==> config.mk <==
export PLATFORM = sky130hd
export DESIGN_NAME = axis_pixels_frame
export DESIGN_NICKNAME = d
export VERILOG_FILES = /design/src/rtl/axis_pixels_frame.sv
export SDC_FILE = /design/constraint.sdc
export NUM_CORES = 1
export LEC_CHECK = 0
export CELL_PAD_IN_SITES_DETAIL_PLACEMENT = 1
export CELL_PAD_IN_SITES_GLOBAL_PLACEMENT = 2
export CORE_ASPECT_RATIO = 0.9
export CORE_MARGIN = 4
export CORE_UTILIZATION = 30
export CTS_CLUSTER_DIAMETER = 50
export DETAILED_ROUTE_END_ITERATION = 12
export GPL_TIMING_DRIVEN = 0
export PLACE_DENSITY = 0.86
export SYNTH_ARGS = -nofsm -noshare
export SYNTH_HDL_FRONTEND = slang
export SYNTH_SLANG_ARGS = --single-unit
export TNS_END_PERCENT = 100
==> constraint.sdc <==
create_clock -name aclk -period 2.9 [get_ports aclk]
set_input_delay 0.435 -clock aclk [delete_from_list [all_inputs] [get_ports aclk]]
set_output_delay 0.435 -clock aclk [all_outputs]
set_load 0.02 [all_outputs]
==> src/rtl/axis_pixels_frame.sv <==
// axis_pixels_frame: cuts a DMA word stream into pixel-pipe frames.
// Each frame starts with a cfg handshake that gives the frame length in words.
// The block forwards the matching number of beats, tags the final beat with a
// partial keep and last, and holds the output in a 2-entry skid buffer.
// Optional framing check: define AXIS_PIXELS_FRAME_ERR_EN to compare s_last
// against the count-derived final beat. err is sticky until reset.
//
// Handshake rule (all channels): a transfer happens on a rising clock edge
// where valid and ready are both 1. Once asserted, valid and the payload
// stay unchanged until that edge.
module axis_pixels_frame #(
  parameter int WORD_WIDTH = 8,
  parameter int LANES      = 8,
  parameter int BITS_WORDS = 24
) (
  input  logic                        aclk,
  input  logic                        aresetn,
  input  logic                        cfg_valid,
  output logic                        cfg_ready,
  input  logic [BITS_WORDS-1:0]       cfg_words,
  input  logic                        s_valid,
  output logic                        s_ready,
  input  logic [LANES*WORD_WIDTH-1:0] s_data,
  input  logic                        s_last,
  output logic                        m_valid,
  input  logic                        m_ready,
  output logic [LANES*WORD_WIDTH-1:0] m_data,
  output logic [LANES-1:0]            m_keep,
  output logic                        m_last,
  output logic                        busy,
  output logic                        err,
  output logic                        dbg_state_o
);

  localparam int DW = LANES * WORD_WIDTH;
  // Each buffer slot holds {last, keep, data}.
  localparam int SW = DW + LANES + 1;
  localparam logic [BITS_WORDS-1:0] LANES_W = BITS_WORDS'(LANES);
  localparam logic [BITS_WORDS-1:0] ONE_W   = BITS_WORDS'(1);

  typedef enum logic {IDLE = 1'b0, RUN = 1'b1} state_t;

  state_t                state_q, state_d;
  logic [BITS_WORDS-1:0] beats_q, beats_d;
  logic [LANES-1:0]      last_keep_q, last_keep_d;
  logic [SW-1:0]         slot0_q, slot0_d;
  logic [SW-1:0]         slot1_q, slot1_d;
  logic [1:0]            count_q, count_d;
  logic                  s_ready_q, s_ready_d;

  logic [BITS_WORDS-1:0] cfg_rem;
  logic [BITS_WORDS-1:0] cfg_beats;
  logic [LANES-1:0]      cfg_keep;
  logic                  push, pop, final_beat;
  logic [SW-1:0]         in_slot;

  // Decode the frame length into a beat count and a final-beat keep mask.
  // Dividing first means the all-ones word count cannot overflow.
  always_comb begin
    cfg_rem   = cfg_words % LANES_W;
    cfg_beats = (cfg_words / LANES_W) + {{(BITS_WORDS-1){1'b0}}, (cfg_rem != '0)};
    cfg_keep  = '0;
    for (int i = 0; i < LANES; i++) begin
      cfg_keep[i] = (cfg_rem == '0) || (BITS_WORDS'(i) < cfg_rem);
    end
  end

  assign cfg_ready  = aresetn && (state_q == IDLE);
  assign push       = s_valid && s_ready_q;
  assign pop        = (count_q != 2'd0) && m_ready;
  assign final_beat = (beats_q == ONE_W);
  assign in_slot    = {final_beat, (final_beat ? last_keep_q : {LANES{1'b1}}), s_data};

  // Next-state logic for the frame FSM, beat counter and skid buffer.
  always_comb begin
    state_d     = state_q;
    beats_d     = beats_q;
    last_keep_d = last_keep_q;
    slot0_d     = slot0_q;
    slot1_d     = slot1_q;
    count_d     = count_q;

    case (state_q)
      IDLE: begin
        if (cfg_valid && (cfg_words != '0)) begin
          beats_d     = cfg_beats;
          last_keep_d = cfg_keep;
          state_d     = RUN;
        end
      end
      RUN: begin
        if (push) begin
          beats_d = beats_q - ONE_W;
          if (final_beat) state_d = IDLE;
        end
      end
      default: state_d = IDLE;
    endcase

    // slot0 is the output register; slot1 only fills when the sink stalls.
    case (count_q)
      2'd0: begin
        if (push) begin
          slot0_d = in_slot;
          count_d = 2'd1;
        end
      end
      2'd1: begin
        if (push && pop) begin
          slot0_d = in_slot;
        end else if (push) begin
          slot1_d = in_slot;
          count_d = 2'd2;
        end else if (pop) begin
          count_d = 2'd0;
        end
      end
      2'd2: begin
        if (pop) begin
          slot0_d = slot1_q;
          count_d = 2'd1;
        end
      end
      default: count_d = 2'd0;
    endcase

    // s_ready is registered, so it looks at next-cycle state and occupancy.
    s_ready_d = (state_d == RUN) && (count_d != 2'd2);
  end

  // State registers with synchronous active-low reset.
  always_ff @(posedge aclk) begin
    if (!aresetn) begin
      state_q     <= IDLE;
      beats_q     <= '0;
      last_keep_q <= '0;
      slot0_q     <= '0;
      slot1_q     <= '0;
      count_q     <= 2'd0;
      s_ready_q   <= 1'b0;
    end else begin
      state_q     <= state_d;
      beats_q     <= beats_d;
      last_keep_q <= last_keep_d;
      slot0_q     <= slot0_d;
      slot1_q     <= slot1_d;
      count_q     <= count_d;
      s_ready_q   <= s_ready_d;
    end
  end

`ifdef AXIS_PIXELS_FRAME_ERR_EN
  logic err_q;

  // Sticky framing error: s_last disagrees with the count on an accepted beat.
  always_ff @(posedge aclk) begin
    if (!aresetn) begin
      err_q <= 1'b0;
    end else if (push && (s_last != final_beat)) begin
      err_q <= 1'b1;
    end
  end

  assign err = err_q;
`else
  logic unused_s_last;
  assign unused_s_last = s_last;
  assign err = 1'b0;
`endif

  assign s_ready     = s_ready_q;
  assign m_valid     = (count_q != 2'd0);
  assign m_data      = slot0_q[DW-1:0];
  assign m_keep      = slot0_q[DW+LANES-1:DW];
  assign m_last      = slot0_q[SW-1];
  assign busy        = (state_q == RUN) || (count_q != 2'd0);
  assign dbg_state_o = state_q;

endmodule

==> flow_summary.ini <==
[cells_and_area]
design_area_um2 = 11000
drive_above_1_share = 0.0493
num_antenna_cells = 0
final_nets = 1301
synthToLayoutAreaGrowth_pct = 34.0
final_core_util = 0.408

[logic_synthesis]
yosysSeqAreaShare = 0.444
async_reset_ff_frac = 0
yosysWarnings = 0
yosys.cell_types.count = 55
ys_ff_latch = 182
synth_edf_count = 0
yosysTopAreaCellShare = 0.444
yosys_most_used_dff = dfxtp_1
synth_commonest_cells = dfxtp_1 (182), nand2_1 (167), nor2_1 (117), a21oi_1 (97), a211oi_1 (67)
synth.most_common_cell = dfxtp_1
yosys.area.top_type = dfxtp_1
syn_inst = 1012
synthesis.nets = 1110
avgSynthCellArea_um2 = 8.10
ys_top_cells_by_area = dfxtp_1 (44%), mux2i_1 (7.9%), nand2_1 (7.6%), a211oi_1 (6.1%), a21oi_1 (5.9%)
syn_area_um2 = 8200

[power_and_ir_drop]
p_leak_nw = 4.12
power_frac_comb = 0.172
swShare = 0.305
seqPwrFrac = 0.445
p_int_mw = 4.22
powerDensity_nw_per_um2 = 552
ir_drop_uv = 419
clock_power_share = 0.383
total_power_mw = 6.07
switching_power_mw = 1.85

[min_path]
hp-class = in2reg

[die]
rows = 57
coreArea_um2 = 27000
dieWidth_um = 182
dieArea_um2 = 30000
ioPinCount = 173
start_util = 0.304
die-height_um = 165

[routing]
drc_errors = 0
ant_nets = 0
drt_first_iter_violations = 394
vias_per_cell = 5.13
drt-pass1-iter-count = 4
vias = 8054
wl_per_cell_um = 18.4
wirelength_um = 28900

[global_route]
grt_overflow = 0
grt_max_degree = 20
grt_pass1_vias = 8091
antenna_found_initial = 0
grt_pass1_wl_um = 45400
grtUsageTotal = 0.190

[job]
maxCapViolations = 0

[worst_setup_path]
startpoint_type = input pin
end_kind = flop
worstPathArrival_ns = 3.02
worstPathRequired_ns = 3.27
path_class = in2reg
cp_max_fo = 7

[timing]
max-slew-margin-rel = 0.439
tightest_slew_ns = 0.834
rsz0062_at_grt = no
finalHoldViolations = 0
final_max_slew_viol_count = 0
post-route-period-util = 0.911
finalSetupViolCount = 0
period_needed_ns = 2.64
clock_skew_ns = 0.0148
clock.fmax_ghz = 0.378

[cts]
clkLatencyLatePin_ns = 0.44
cts_made_buffers = 17
root_buffer = clkbuf_16
cts_htree_levels = 4
cts_tree = built
clk_pin_slew_ns = 0.08
cts.sinks = 182
cts.path.max_buffers = 2
postCtsHoldBufs = 0

[placed_design]
gp_congestion = 0.827
io_buffers = 169
dpl.hpwl_um = 21400
dpl_cell_area_um2 = 10300

[run_status]
run_status = completed
[layout make-up]
cell class	instances	area [um^2]
plain buffers	77	303
repair buffers	173	1730
clock buffers	17	425
flip-flops and latches	182	3640
multi-input cells	742	4240
fillers	3196	16000
well taps	354	443
clock inverters	15	163
inverters	10	41.3
[sequential cells by signal (all words and copies together) (netlist names)]
register / flops
beats_q: 24
count_q: 2
dbg_state_o: 1
last_keep_q: 8
s_ready: 1
slot0_q: 73
slot1_q: 73
[cell families (layout without fill, tap and decap cells)]
| logic type | count (synthesis) | count (layout) | share of synthesized area |
|---|---|---|---|
| xor gates and xnor gates | 13 | 13 | 0.0139 |
| other | 1 | 1 | 0.000457 |
| adders and majority gates | 4 | 4 | 0.00611 |
| buffers and inverters | 88 | 292 | 0.0411 |
| AOI/OAI and AO/OA | 246 | 246 | 0.187 |
| DFF | 182 | 182 | 0.444 |
| and+or+nand+nor | 411 | 411 | 0.225 |
| muxes | 67 | 67 | 0.0821 |
[metrics by stage]
step	setup slack, ns	TNS, ns	cells	hold slack [ns]
after floorplan	0.340	0	1012	0.433
after global placement	-0.663	-28.84	1535	0.441
after detailed placement	-0.643	-29.13	1535	0.446
after CTS	-0.0536	-0.0536	1567	0.417
after global routing	0.138	0	1570	0.440
final	0.258	0	1570	0.425
[metal layers]
metal | up-vias | GRT usage | routed length (um)
met3 | 29 | 0.0315 | 1030
met5 | - | 0 | 0
met1 | 3890 | 0.259 | 13800
met2 | 147 | 0.314 | 13600
met4 | 0 | 0.0471 | 493
li1 | 3988 | - | -
[layout by cell type (no fill, tap or decap), types with 5 or more instances in the layout]
master,instances
dfxtp_1,182
nor3_1,42
nor4_1,15
clkbuf_2,6
o22ai_1,7
xor2_1,5
buf_4,5
or3_1,14
o31ai_1,6
nand2_1,167
o211ai_1,8
mux2i_1,65
nand3_1,9
inv_1,9
a21oi_1,97
clkbuf_1,55
nand4_1,10
or4_1,8
clkdlybuf4s50_1,166
nor2_1,117
nand2b_1,5
o21ai_0,36
xnor2_1,8
buf_1,13
clkbuf_16,17
a211oi_1,67
[timing repair]
action / CTS / global route
resized for setup: 7 / 10
buffers inserted: 1 / 3
pin swaps: 1 / 0
setup endpoints to repair: 48 / 34
[power by group through the flow]
| stage | Combinational (mW) | Clock, mW | Sequential, mW |
|---|---|---|---|
| 2_1_floorplan | 0.453 | 0 | 2.83 |
| 6_report | 1.04 | 2.33 | 2.70 |
| 3_5_place_dp | 1.04 | 0 | 2.76 |
| 3_3_place_gp | 1.03 | 0 | 2.76 |
| 4_1_cts | 1.04 | 2.37 | 2.70 |
| 5_1_grt | 1.14 | 2.48 | 2.72 |
[worst paths after layout]
| check | start | slack [ns] | endpoint | cells past startpoint |
|---|---|---|---|---|
| worst min register to register | slot1_q[60] | 0.46 | slot1_q[60] | 2 |
| worst max register to register | beats_q[2] | 0.33 | beats_q[19] | 5 |
| worst max-delay path | cfg_words[2] | 0.26 | beats_q[17] | 10 |
| worst min-delay path | cfg_words[1] | 0.43 | last_keep_q[6] | 3 |
[critical path: stages]
cell and delay (ns):
dlygate4sd2_1 0.35, nor3_1 0.18, inv_1 0.18, ha_2 0.26, nand4_1 0.15, or3_1 0.40, clkbuf_1 0.20, o311a_1 0.39
o31ai_1 0.26, o2111a_1 0.21
Note: power is estimated with default switching activity, not from simulation.
